[config.mk]
export PLATFORM = sky130hd
export DESIGN_NAME = uart_bus_master
export DESIGN_NICKNAME = d
export VERILOG_FILES = /design/src/rtl/uart_bus_pkg.sv /design/src/rtl/uart_bus_txser.sv /design/src/rtl/uart_bus_master.sv
export SDC_FILE = /design/constraint.sdc
export NUM_CORES = 1
export LEC_CHECK = 0
export ABC_AREA = 1
export CORE_UTILIZATION = 59
export CTS_BUF_LIST = sky130_fd_sc_hd__clkbuf_8
export CTS_CLUSTER_DIAMETER = 80
export DETAILED_ROUTE_END_ITERATION = 7
export DONT_BUFFER_PORTS = 1
export PLACE_DENSITY_LB_ADDON = 0.1
export SKIP_LAST_GASP = 1
export SLEW_MARGIN = 5
export SYNTH_ARGS = -nofsm -noshare
export SYNTH_HDL_FRONTEND = slang
export SYNTH_SLANG_ARGS = --single-unit
[constraint.sdc]
create_clock -name clk -period 1.8 [get_ports clk]
set_input_delay 0.36 -clock clk [delete_from_list [all_inputs] [get_ports clk]]
set_output_delay 0.36 -clock clk [all_outputs]
set_load 0.02 [all_outputs]
[src/rtl/uart_bus_pkg.sv]
// Shared definitions for the UART bus master: command/response bytes,
// command FSM state encoding and the default parking address.
package uart_bus_pkg;

    localparam logic [7:0] OP_W  = 8'h57;   // 'W' write command
    localparam logic [7:0] OP_R  = 8'h52;   // 'R' read command
    localparam logic [7:0] RSP_K = 8'h4B;   // 'K' write acknowledge
    localparam logic [7:0] RSP_E = 8'h45;   // 'E' read timeout
    localparam logic [7:0] RSP_Q = 8'h3F;   // '?' unknown opcode

    localparam logic [31:0] PARK_ADDR_DEFAULT = 32'hFFFF_FFFF;

    typedef enum logic [2:0] {
        ST_IDLE   = 3'd0,
        ST_ADDR   = 3'd1,
        ST_DATA   = 3'd2,
        ST_WR     = 3'd3,
        ST_RD     = 3'd4,
        ST_RDWAIT = 3'd5,
        ST_RESP   = 3'd6
    } state_e;

    // Receive path is open only while a command is being collected.
    function automatic logic rx_open(input state_e s);
        return (s == ST_IDLE) || (s == ST_ADDR) || (s == ST_DATA);
    endfunction

endpackage

[src/rtl/uart_bus_txser.sv]
// Response serializer: loads a 1-byte or 4-byte (MSB first) reply and
// presents it on the transmit AXI-stream, one byte per handshake.
// done is asserted combinationally on the handshake of the final byte.
module uart_bus_txser
    import uart_bus_pkg::*;
(
    input  logic        clk,
    input  logic        rst,
    input  logic        load,
    input  logic        four,
    input  logic [31:0] word,
    input  logic        tx_tready,
    output logic [7:0]  tx_tdata,
    output logic        tx_tvalid,
    output logic        done
);

    logic [23:0] shift_q, shift_d;
    logic [1:0]  left_q,  left_d;
    logic [7:0]  tdata_q, tdata_d;
    logic        tvalid_q, tvalid_d;
    logic        hs_s;

    assign hs_s      = tvalid_q & tx_tready;
    assign done      = hs_s & (left_q == 2'd0);
    assign tx_tdata  = tdata_q;
    assign tx_tvalid = tvalid_q;

    // Next-state: load a new reply, or advance to the next byte on handshake.
    always_comb begin
        shift_d  = shift_q;
        left_d   = left_q;
        tdata_d  = tdata_q;
        tvalid_d = tvalid_q;
        if (load) begin
            tvalid_d = 1'b1;
            if (four) begin
                tdata_d = word[31:24];
                shift_d = word[23:0];
                left_d  = 2'd3;
            end else begin
                tdata_d = word[7:0];
                shift_d = 24'h00_0000;
                left_d  = 2'd0;
            end
        end else if (hs_s) begin
            if (left_q != 2'd0) begin
                tdata_d = shift_q[23:16];
                shift_d = {shift_q[15:0], 8'h00};
                left_d  = left_q - 2'd1;
            end else begin
                tvalid_d = 1'b0;
                tdata_d  = 8'h00;
            end
        end else begin
            tvalid_d = tvalid_q;
        end
    end

    // Serializer registers with synchronous active-low reset.
    always_ff @(posedge clk) begin
        if (!rst) begin
            shift_q  <= 24'h00_0000;
            left_q   <= 2'd0;
            tdata_q  <= 8'h00;
            tvalid_q <= 1'b0;
        end else begin
            shift_q  <= shift_d;
            left_q   <= left_d;
            tdata_q  <= tdata_d;
            tvalid_q <= tvalid_d;
        end
    end

endmodule

[src/rtl/uart_bus_master.sv]
// UART-driven bus initiator: collects 'W'/'R' commands from the UART receive
// stream, performs one bus write or read on the port-B bus, and returns the
// reply through uart_bus_txser. busy claims the bus mux while a command runs.
module uart_bus_master
    import uart_bus_pkg::*;
#(
    parameter logic [31:0] PARK_ADDR    = PARK_ADDR_DEFAULT,
    parameter int          RD_TIMEOUT   = 16,
    parameter int          BYTE_TIMEOUT = 20000
) (
    input  logic        clk,
    input  logic        rst,
    input  logic [7:0]  rx_tdata,
    input  logic        rx_tvalid,
    output logic        rx_tready,
    output logic [7:0]  tx_tdata,
    output logic        tx_tvalid,
    input  logic        tx_tready,
    output logic [31:0] m_addr,
    output logic [31:0] m_wdata,
    output logic [31:0] m_we,
    input  logic [31:0] m_rdata,
    input  logic        m_strobe,
    output logic        busy
);

    localparam int RD_W = $clog2(RD_TIMEOUT + 1);
    localparam int BT_W = $clog2(BYTE_TIMEOUT + 1);
    localparam logic [RD_W-1:0] RD_LAST  = RD_W'(RD_TIMEOUT - 1);
    localparam logic [BT_W-1:0] BT_LIMIT = BT_W'(BYTE_TIMEOUT);

    state_e            state_q, state_d;
    logic [7:0]        op_q, op_d;
    logic [31:0]       addr_q, addr_d;
    logic [31:0]       data_q, data_d;
    logic [1:0]        cnt_q, cnt_d;
    logic [RD_W-1:0]   tmo_q, tmo_d;
    logic [BT_W-1:0]   bto_q, bto_d;
    logic [31:0]       m_addr_q, m_addr_d;
    logic [31:0]       m_wdata_q, m_wdata_d;
    logic [31:0]       m_we_q, m_we_d;
    logic              rx_tready_q, rx_tready_d;
    logic              busy_q, busy_d;

    logic              accept_s;
    logic              bto_expired_s;
    logic              tx_load_s;
    logic              tx_four_s;
    logic [31:0]       tx_word_s;
    logic              tx_done_s;

    assign accept_s      = rx_tvalid & rx_tready_q;
    assign bto_expired_s = (bto_q == BT_LIMIT);

    assign rx_tready = rx_tready_q;
    assign m_addr    = m_addr_q;
    assign m_wdata   = m_wdata_q;
    assign m_we      = m_we_q;
    assign busy      = busy_q;

    uart_bus_txser u_txser (
        .clk       (clk),
        .rst       (rst),
        .load      (tx_load_s),
        .four      (tx_four_s),
        .word      (tx_word_s),
        .tx_tready (tx_tready),
        .tx_tdata  (tx_tdata),
        .tx_tvalid (tx_tvalid),
        .done      (tx_done_s)
    );

    // Command FSM next-state, field shifting, counters and bus drive.
    always_comb begin
        state_d   = state_q;
        op_d      = op_q;
        addr_d    = addr_q;
        data_d    = data_q;
        cnt_d     = cnt_q;
        tmo_d     = tmo_q;
        m_addr_d  = m_addr_q;
        m_wdata_d = m_wdata_q;
        m_we_d    = m_we_q;
        tx_load_s = 1'b0;
        tx_four_s = 1'b0;
        tx_word_s = 32'h0000_0000;

        // Inter-byte silence counter: cleared per accepted byte, saturating.
        if (accept_s) begin
            bto_d = {BT_W{1'b0}};
        end else if (!bto_expired_s) begin
            bto_d = bto_q + BT_W'(1);
        end else begin
            bto_d = bto_q;
        end

        case (state_q)
            ST_IDLE: begin
                if (accept_s) begin
                    op_d  = rx_tdata;
                    cnt_d = 2'd0;
                    if ((rx_tdata == OP_W) || (rx_tdata == OP_R)) begin
                        state_d = ST_ADDR;
                    end else begin
                        tx_load_s = 1'b1;
                        tx_word_s = {24'h00_0000, RSP_Q};
                        state_d   = ST_RESP;
                    end
                end else begin
                    state_d = ST_IDLE;
                end
            end
            ST_ADDR: begin
                if (accept_s) begin
                    addr_d = {addr_q[23:0], rx_tdata};
                    cnt_d  = cnt_q + 2'd1;
                    if (cnt_q == 2'd3) begin
                        if (op_q == OP_W) begin
                            state_d = ST_DATA;
                        end else begin
                            m_addr_d = {addr_q[23:0], rx_tdata};
                            m_we_d   = 32'd0;
                            tmo_d    = {RD_W{1'b0}};
                            state_d  = ST_RD;
                        end
                    end else begin
                        state_d = ST_ADDR;
                    end
                end else if (bto_expired_s) begin
                    cnt_d   = 2'd0;
                    state_d = ST_IDLE;
                end else begin
                    state_d = ST_ADDR;
                end
            end
            ST_DATA: begin
                if (accept_s) begin
                    data_d = {data_q[23:0], rx_tdata};
                    cnt_d  = cnt_q + 2'd1;
                    if (cnt_q == 2'd3) begin
                        m_addr_d  = addr_q;
                        m_wdata_d = {data_q[23:0], rx_tdata};
                        m_we_d    = 32'd1;
                        state_d   = ST_WR;
                    end else begin
                        state_d = ST_DATA;
                    end
                end else if (bto_expired_s) begin
                    cnt_d   = 2'd0;
                    state_d = ST_IDLE;
                end else begin
                    state_d = ST_DATA;
                end
            end
            ST_WR: begin
                // Write is a single cycle; any responder strobe is ignored.
                m_addr_d  = PARK_ADDR;
                m_we_d    = 32'd0;
                tx_load_s = 1'b1;
                tx_word_s = {24'h00_0000, RSP_K};
                state_d   = ST_RESP;
            end
            ST_RD, ST_RDWAIT: begin
                // A strobe on the last allowed cycle still returns data.
                if (m_strobe) begin
                    m_addr_d  = PARK_ADDR;
                    tx_load_s = 1'b1;
                    tx_four_s = 1'b1;
                    tx_word_s = m_rdata;
                    state_d   = ST_RESP;
                end else if (tmo_q == RD_LAST) begin
                    m_addr_d  = PARK_ADDR;
                    tx_load_s = 1'b1;
                    tx_word_s = {24'h00_0000, RSP_E};
                    state_d   = ST_RESP;
                end else begin
                    tmo_d   = tmo_q + RD_W'(1);
                    state_d = ST_RDWAIT;
                end
            end
            ST_RESP: begin
                if (tx_done_s) begin
                    state_d = ST_IDLE;
                end else begin
                    state_d = ST_RESP;
                end
            end
            default: begin
                m_addr_d = PARK_ADDR;
                m_we_d   = 32'd0;
                state_d  = ST_IDLE;
            end
        endcase

        rx_tready_d = rx_open(state_d);
        busy_d      = (state_d != ST_IDLE);
    end

    // State and output registers with synchronous active-low reset.
    always_ff @(posedge clk) begin
        if (!rst) begin
            state_q     <= ST_IDLE;
            op_q        <= 8'h00;
            addr_q      <= 32'h0000_0000;
            data_q      <= 32'h0000_0000;
            cnt_q       <= 2'd0;
            tmo_q       <= {RD_W{1'b0}};
            bto_q       <= {BT_W{1'b0}};
            m_addr_q    <= PARK_ADDR;
            m_wdata_q   <= 32'h0000_0000;
            m_we_q      <= 32'd0;
            rx_tready_q <= 1'b0;
            busy_q      <= 1'b0;
        end else begin
            state_q     <= state_d;
            op_q        <= op_d;
            addr_q      <= addr_d;
            data_q      <= data_d;
            cnt_q       <= cnt_d;
            tmo_q       <= tmo_d;
            bto_q       <= bto_d;
            m_addr_q    <= m_addr_d;
            m_wdata_q   <= m_wdata_d;
            m_we_q      <= m_we_d;
            rx_tready_q <= rx_tready_d;
            busy_q      <= busy_d;
        end
    end

endmodule
==> results of run 1 <==
logic make-up (layout without fill, tap and decap cells):
kind of cell | Yosys count | count (layout) | share of synthesized area (%)
other | 1 | 31 | 0.04461
xor gates and xnor gates | 3 | 3 | 0.3126
AOI/OAI and AO/OA | 310 | 310 | 18.89
buffers and inverters | 176 | 166 | 10.09
adders and majority gates | 6 | 6 | 0.8930
DFF | 191 | 191 | 45.48
and+or+nand+nor | 480 | 483 | 24.29
metal layers:
metal / vias up / global-route usage [%] / share of wire, %
met1: 3573 / 38.34 / 45
met3: 27 / 6.485 / 6.7
met2: 240 / 46.13 / 47
li1: 3792 / - / -
met4: 0 / 9.645 / 1.5
met5: - / 0 / 0
critical path, delay by kind of cell, from the launching register on:
kind	cells	cell delay (ns)
flops	1	0.34
simple gates	7	0.66
compound gates	1	0.15
fa+ha+maj	2	0.33
buf+inv	3	0.33
what timing repair did:
| item | CTS | global route |
|---|---|---|
| pin swaps | 8 | 39 |
| gates cloned | 2 | 6 |
| setup buffers | 3 | 3 |
| hold endpoints to repair | 11 | 2 |
| gates resized for setup | 39 | 110 |
| hold buffers | 2 | 1 |
| setup endpoints to repair | 67 | 72 |
registers in the layout (all words and copies together) (netlist names):
| name | count |
|---|---|
| busy | 1 |
| state_q | 3 |
| m_wdata | 32 |
| u_txser.left_q | 2 |
| u_txser.shift_q | 24 |
| cnt_q | 2 |
| op_q | 8 |
| u_txser.tx_tvalid | 1 |
| m_addr | 32 |
| u_txser.tx_tdata | 8 |
| data_q | 24 |
| bto_q | 15 |
| rx_tready | 1 |
| tmo_q | 5 |
| m_we | 1 |
| addr_q | 32 |
how the worst max path moves through the flow:
stage	from	depth (start not counted)	to	slack, ns
floorplan	tmo_q[0]	12	u_txser.shift_q[6]	0.02
global placement	tmo_q[0]	11	u_txser.shift_q[11]	-0.11
detailed placement	tmo_q[0]	11	u_txser.shift_q[19]	-0.17
CTS	tmo_q[0]	11	m_addr[10]	-0.05
global route	tmo_q[1]	12	m_addr[13]	-0.21
finish	tmo_q[0]	13	u_txser.shift_q[6]	-0.1
cell type report:
cell class                 instances  area share (%)
clock buffer                      18           2.583
clock inverter                    14           1.709
inverter                          76           2.987
multi-input combinational        833           43.93
sequential                       191           39.89
tap                              180           2.348
timing repair buffer              58           6.548
per-stage QoR:
step	hold slack [ns]	setup WS (ns)	setup TNS [ns]	cell area (sq um)	cells
2_1_floorplan	0.4395	0.02220	0	8522	1197
3_3_place_gp	0.4474	-0.1054	-2.952	8593	1323
3_5_place_dp	0.4525	-0.1654	-5.140	8593	1323
4_1_cts	0.00008299	-0.05078	-1.420	9194	1361
5_1_grt	0.006365	-0.2063	-7.901	9592	1370
6_report	0.01588	-0.09871	-1.605	9592	1370
placed cells by master (no fill, tap or decap), types with 3 or more instances in the layout:
cell type / n
a211oi_1: 8
a21oi_1: 141
a21oi_2: 38
buf_12: 6
buf_4: 38
buf_6: 4
buf_8: 3
bufinv_16: 3
clkbuf_16: 3
clkbuf_8: 18
clkinv_2: 6
conb_1: 31
dfxtp_1: 189
dlygate4sd3_1: 3
ha_1: 4
inv_1: 67
inv_2: 8
nand2_1: 217
nand2_2: 6
nand2_4: 4
nand3_1: 81
nand3b_4: 3
nand4_1: 3
nor2_1: 122
nor2_2: 9
nor2_4: 12
nor3_1: 10
o211ai_1: 3
o21ai_0: 60
o21ai_1: 50
o21ai_2: 7
or2_2: 6
power breakdown:
part / total [mW] / switching [mW] / leakage, nW / internal [mW]
Clock: 2.96 / 1.55 / 0.216 / 1.41
Sequential: 5.90 / 0.999 / 1.55 / 4.90
Combinational: 4.12 / 2.46 / 1.93 / 1.66
==> qor.csv, run 1 <==
metric;value;unit
outcome;complete, but fails checks;
failing checks;negative setup slack;
HP Class;primary input to register;
Final Core Density;69.10;%
share of cells above drive strength 1;16.05;%
Residual DRC;0;
number of global-route vias before repair;6813;
pwr dens;1354;nW/um^2
Tmin final;1.899;ns
overall power;12.98;mW
ANT nets after route;0;
final WL;21.91;mm
maxcap violations;0;
worst relative slew slack;59.46;%
CP Data Arrival Time;2.30;ns
top post-synthesis cells by count;nand2_1, dfxtp_1, a21oi_1;
register area share after synthesis;45.48;%
Yosys Warn Count;0;
Slew @ Worst Pin;0.6081;ns
Worst-path clk slew;0.10;ns
grt total ovfl;0;
max-slew violation count;0;
maximum vdd drop;0.7000;mV
post-synth top area share;45.48;%
Async S/R FF share, synth;0;%
Layout fillers;1235;
Top-Level Pins;152;
row cnt;43;
ant diodes;0;
Pre-antenna DRT Iters;5;
Post-synth EDFFs;0;
Core Region;13880;sq um
top post-synthesis cells by area;dfxtp_1, a21oi_1, nand2_1, o21ai_0, nor2_1;
Pleak;3.702;nW
Worst Hold End;u_txser.shift_q[13];
register area;3826;sq um
port buffer count;0;
reg-to-reg critical path endpoint;u_txser.shift_q[6];
cts bufs inserted;17;
initial antenna violation count;0;
footprint of the multi-input gates;4214;sq um
post-synth top area cell;dfxtp_1;
final worst slack;-0.09871;ns
ordered cell list for the critical path;ha_4 > inv_2 > nor3_2 > ha_2 > nor2_4 > nor2_4 > nor2_4 > buf_12 > nand2_8 > nor2_4 > buf_12 > nand2_1 > a21oi_1;
Synth Flop Type;dfxtp_1;
Avg Inst Size Synth;7.204;sq um
gp weighted congestion;0.8358;
drt initial violations;651;
crit-path max FO;8;
WP data required;2.20;ns
Setup-failing EPs final;47;
DIE AREA;14730;sq um
Final Cycle Share;105.5;%
HPWL Detailed;13.61;mm
Mapped Area;8407;sq um
via count of the routed design;7632;
largest net degree at the start of global routing;53;
CP dominant cell by count;nor2_4;
Die W;121.4;um
Vias/cell;5.571;
critical path's slowest cell;dfxtp_2;
Initial Utilization;60.56;%
GR Util All Layers;28.87;%
Final Hold Vio Count;0;
Worst path max stage delay;0.34;ns
# H-tree levels;4;
Worst R2R Setup Slack;-0.1;ns
Synth Register Bits;191;
deepest clock path buffer count;2;
critical path class;register to register;
Critical Path Start Type;register;
Final Skew;0.01521;ns
count leader, synth;nand2_1;
Setup crit end kind;register;
R2R depth;13;
Avg WL per Cell;15.99;um
DIE HEIGHT;121.4;um
clock sink count;191;
Syn Inst Count;1167;
worst reg2reg path startpoint;tmo_q[0];
RSZ-0062 raised after global routing;true;
first-pass GRT wire length;33.49;mm
Synth-to-Final Area Change;14.09;%
CTS root buf;clkbuf_8;
final net count;1228;
Netlist cell types;36;
CTS tree;yes;
worst hold start;rst;
Max Fclk;0.5267;GHz
worst-skew pair later-pin latency;0.48;ns
hold depth;2;
(Power assumes the default switching activity.)
==> run 2, diff against run 1 <==
GPL_TIMING_DRIVEN = 0   (was not set)
==> qor.csv, run 2 (synthesized netlist as in run 1, its figures left out) <==
metric;value;unit;change
Die W;121.4;um;unchanged
Top-Level Pins;152;;unchanged
Critical Path Start Type;register;;unchanged
outcome;complete, but fails checks;;unchanged
RSZ-0062 raised after global routing;true;;unchanged
final net count;1293;;was 1228
pre-CTS WS;-0.3315;ns;was -0.1654 ns
Avg WL per Cell;16.33;um;was 15.99 um
grt total ovfl;0;;unchanged
Pre-antenna DRT Iters;6;;was 5
largest net degree at the start of global routing;17;;was 53
Setup crit end kind;register;;unchanged
Initial Utilization;60.56;%;unchanged
WL met3;1.747;mm;was 1.459 mm
GR Util All Layers;31.71;%;was 28.87%
metal2 WL;11.20;mm;was 10.33 mm
critical path class;register to register;;unchanged
setup TNS;-5.341;ns;was -1.605 ns
CTS tree;yes;;unchanged
Layout fillers;1174;;was 1235
Slew @ Worst Pin;0.7045;ns;was 0.6081 ns
Worst-path clk slew;0.09;ns;was 0.10 ns
maxcap violations;0;;unchanged
HP Class;primary input to register;;unchanged
Setup-failing EPs final;65;;was 47
CTS Hold Buffers Added;0;;was 2
CTS root buf;clkbuf_8;;unchanged
Metal-1 WL;9.787;mm;was 9.795 mm
critical path's slowest cell;dfxtp_2;;unchanged
Final Cycle Share;109.3;%;was 105.5%
row cnt;43;;unchanged
Residual DRC;0;;unchanged
ant diodes;0;;unchanged
Final Core Density;70.70;%;was 69.10%
worst reg2reg path startpoint;tmo_q[0];;unchanged
DIE AREA;14730;sq um;unchanged
DR top layer;met4;;unchanged
deepest clock path buffer count;2;;unchanged
final worst slack;-0.1673;ns;was -0.09871 ns
crit-path max FO;5;;was 8
commonest non-fill, non-tap cell in the layout;nand2_1;;unchanged
pwr dens;1313;nW/um^2;was 1354 nW/um^2
worst relative slew slack;53.04;%;was 59.46%
Pleak;3.853;nW;was 3.702 nW
Critical Path Start;tmo_q[0];;unchanged
Tmin final;1.967;ns;was 1.899 ns
maximum vdd drop;0.7372;mV;was 0.7000 mV
ANT nets after route;0;;unchanged
max-slew violation count;0;;unchanged
R2R depth;14;;was 13
cts bufs inserted;17;;unchanged
drt initial violations;685;;was 651
Vias/cell;5.546;;was 5.571
ordered cell list for the critical path;ha_4 > inv_2 > nor3_2 > ha_2 > nor2_4 > nor2_4 > nor2_4 > buf_6 > buf_12 > inv_6 > nor2_4 > nor2_2 > nor2_1 > nor2_1;;was ha_4 > inv_2 > nor3_2 > ha_2 > nor2_4 > nor2_4 > nor2_4 > buf_12 > nand2_8 > nor2_4 > buf_12 > nand2_1 > a21oi_1
Worst path max stage delay;0.35;ns;was 0.34 ns
Worst path depth;14;;was 13
Core Region;13880;sq um;unchanged
Final Skew;0.01124;ns;was 0.01521 ns
failing checks;negative setup slack;;unchanged
CP Data Arrival Time;2.33;ns;was 2.30 ns
CP endpoint;u_txser.tx_tdata[0];;was u_txser.shift_q[6]
first-pass GRT wire length;36.27;mm;was 33.49 mm
Buf/Inv on CP;4;;was 3
final WL;23.40;mm;was 21.91 mm
Synth-to-Final Area Change;16.73;%;was 14.09%
CP top delay family;simple AND/OR/NAND/NOR gates;;unchanged
clock sink count;191;;unchanged
reg-to-reg critical path endpoint;u_txser.tx_tdata[0];;was u_txser.shift_q[6]
number of global-route vias before repair;7267;;was 6813
DIE HEIGHT;121.4;um;unchanged
share of cells above drive strength 1;17.96;%;was 16.05%
HPWL Detailed;15.98;mm;was 13.61 mm
port buffer count;0;;unchanged
WP data required;2.17;ns;was 2.20 ns
worst-skew pair later-pin latency;0.47;ns;was 0.48 ns
# H-tree levels;4;;unchanged
CP dominant cell by count;nor2_4;;unchanged
Final Hold Vio Count;0;;unchanged
commonest non-fill, non-tap cells in the layout;nand2_1, dfxtp_1, a21oi_1;;unchanged
initial antenna violation count;0;;unchanged
via count of the routed design;7948;;was 7632
Max Fclk;0.5083;GHz;was 0.5267 GHz
gp weighted congestion;0.9154;;was 0.8358
Worst R2R Setup Slack;-0.17;ns;was -0.1 ns
-- run 2: cell count changes in the layout (fill, tap and decap cells not counted), moves of 13 or more --
cell / change
buf_2: +13
a21oi_2: -13
clkbuf_1: +29
o21ai_2: +13
buf_6: +16
-- run 2: power breakdown --
group	total, mW	switching, mW	internal (mW)
Combinational	4.22	2.56	1.67
Clock	2.68	1.47	1.21
Sequential	5.98	1.07	4.91
Total	12.9	5.10	7.78
-- run 2: per-stage QoR --
| step | hold WS (ns) | instance area, sq um | total power, mW | std cells |
|---|---|---|---|---|
| floorplan | 0.4395 | 8522 | 8.094 | 1197 |
| global placement | 0.4490 | 8747 | 8.929 | 1377 |
| detailed placement | 0.4542 | 8747 | 8.984 | 1377 |
| CTS | 0.01463 | 9584 | 12.48 | 1429 |
| global route | 0.01120 | 9813 | 13.55 | 1433 |
| finish | 0.02246 | 9813 | 12.88 | 1433 |
-- run 2: how the worst min path moves through the flow --
stage,start,endpoint,cells past startpoint
after floorplan,u_txser.shift_q[6],u_txser.shift_q[6],2
after global placement,u_txser.shift_q[2],u_txser.shift_q[2],2
after detailed placement,data_q[18],data_q[18],2
after CTS,m_rdata[7],u_txser.shift_q[7],2
after global routing,rx_tdata[1],m_wdata[1],2
final,m_rdata[7],u_txser.shift_q[7],2
-- run 2: metal layers --
layer	track usage [%]	vias to the layer above
met5	0	-
met4	13.04	0
met3	7.331	60
met2	51.46	315
met1	40.34	3647
li1	-	3926
-- run 2: repair_timing --
action	CTS	global route
gates resized for setup	131	66
endpoints found under the setup margin	168	157
pin swaps	13	22
buffers inserted	15	4
cloned	7	1
-- run 2: worst register-to-register path, stage by stage, from the launching register on --
cell,delay (ns)
dfxtp_2,0.35
ha_4,0.16
inv_2,0.06
nor3_2,0.04
ha_2,0.19
nor2_4,0.16
nor2_4,0.07
nor2_4,0.19
buf_6,0.15
buf_12,0.10
inv_6,0.03
nor2_4,0.15
nor2_2,0.05
nor2_1,0.12
nor2_1,0.06
-- run 2: final cells by class --
class / instances / area [sq um] / share of cell area (%)
Sequential cell: 191 / 3831 / 39.04
Tap cell: 180 / 225.2 / 2.295
Inverter: 76 / 292.8 / 2.984
Buffer: 100 / 623.1 / 6.350
Clock inverter: 9 / 71.32 / 0.7268
Timing Repair Buffer: 25 / 282.8 / 2.882
Clock buffer: 21 / 289.0 / 2.945
Multi-Input combinational cell: 831 / 4198 / 42.78
==> run 3, diff against run 2 <==
SLEW_MARGIN = not set   (was 5)
==> results of run 3 <==
Final layout, timing and power as in run 2 (identical DEF).
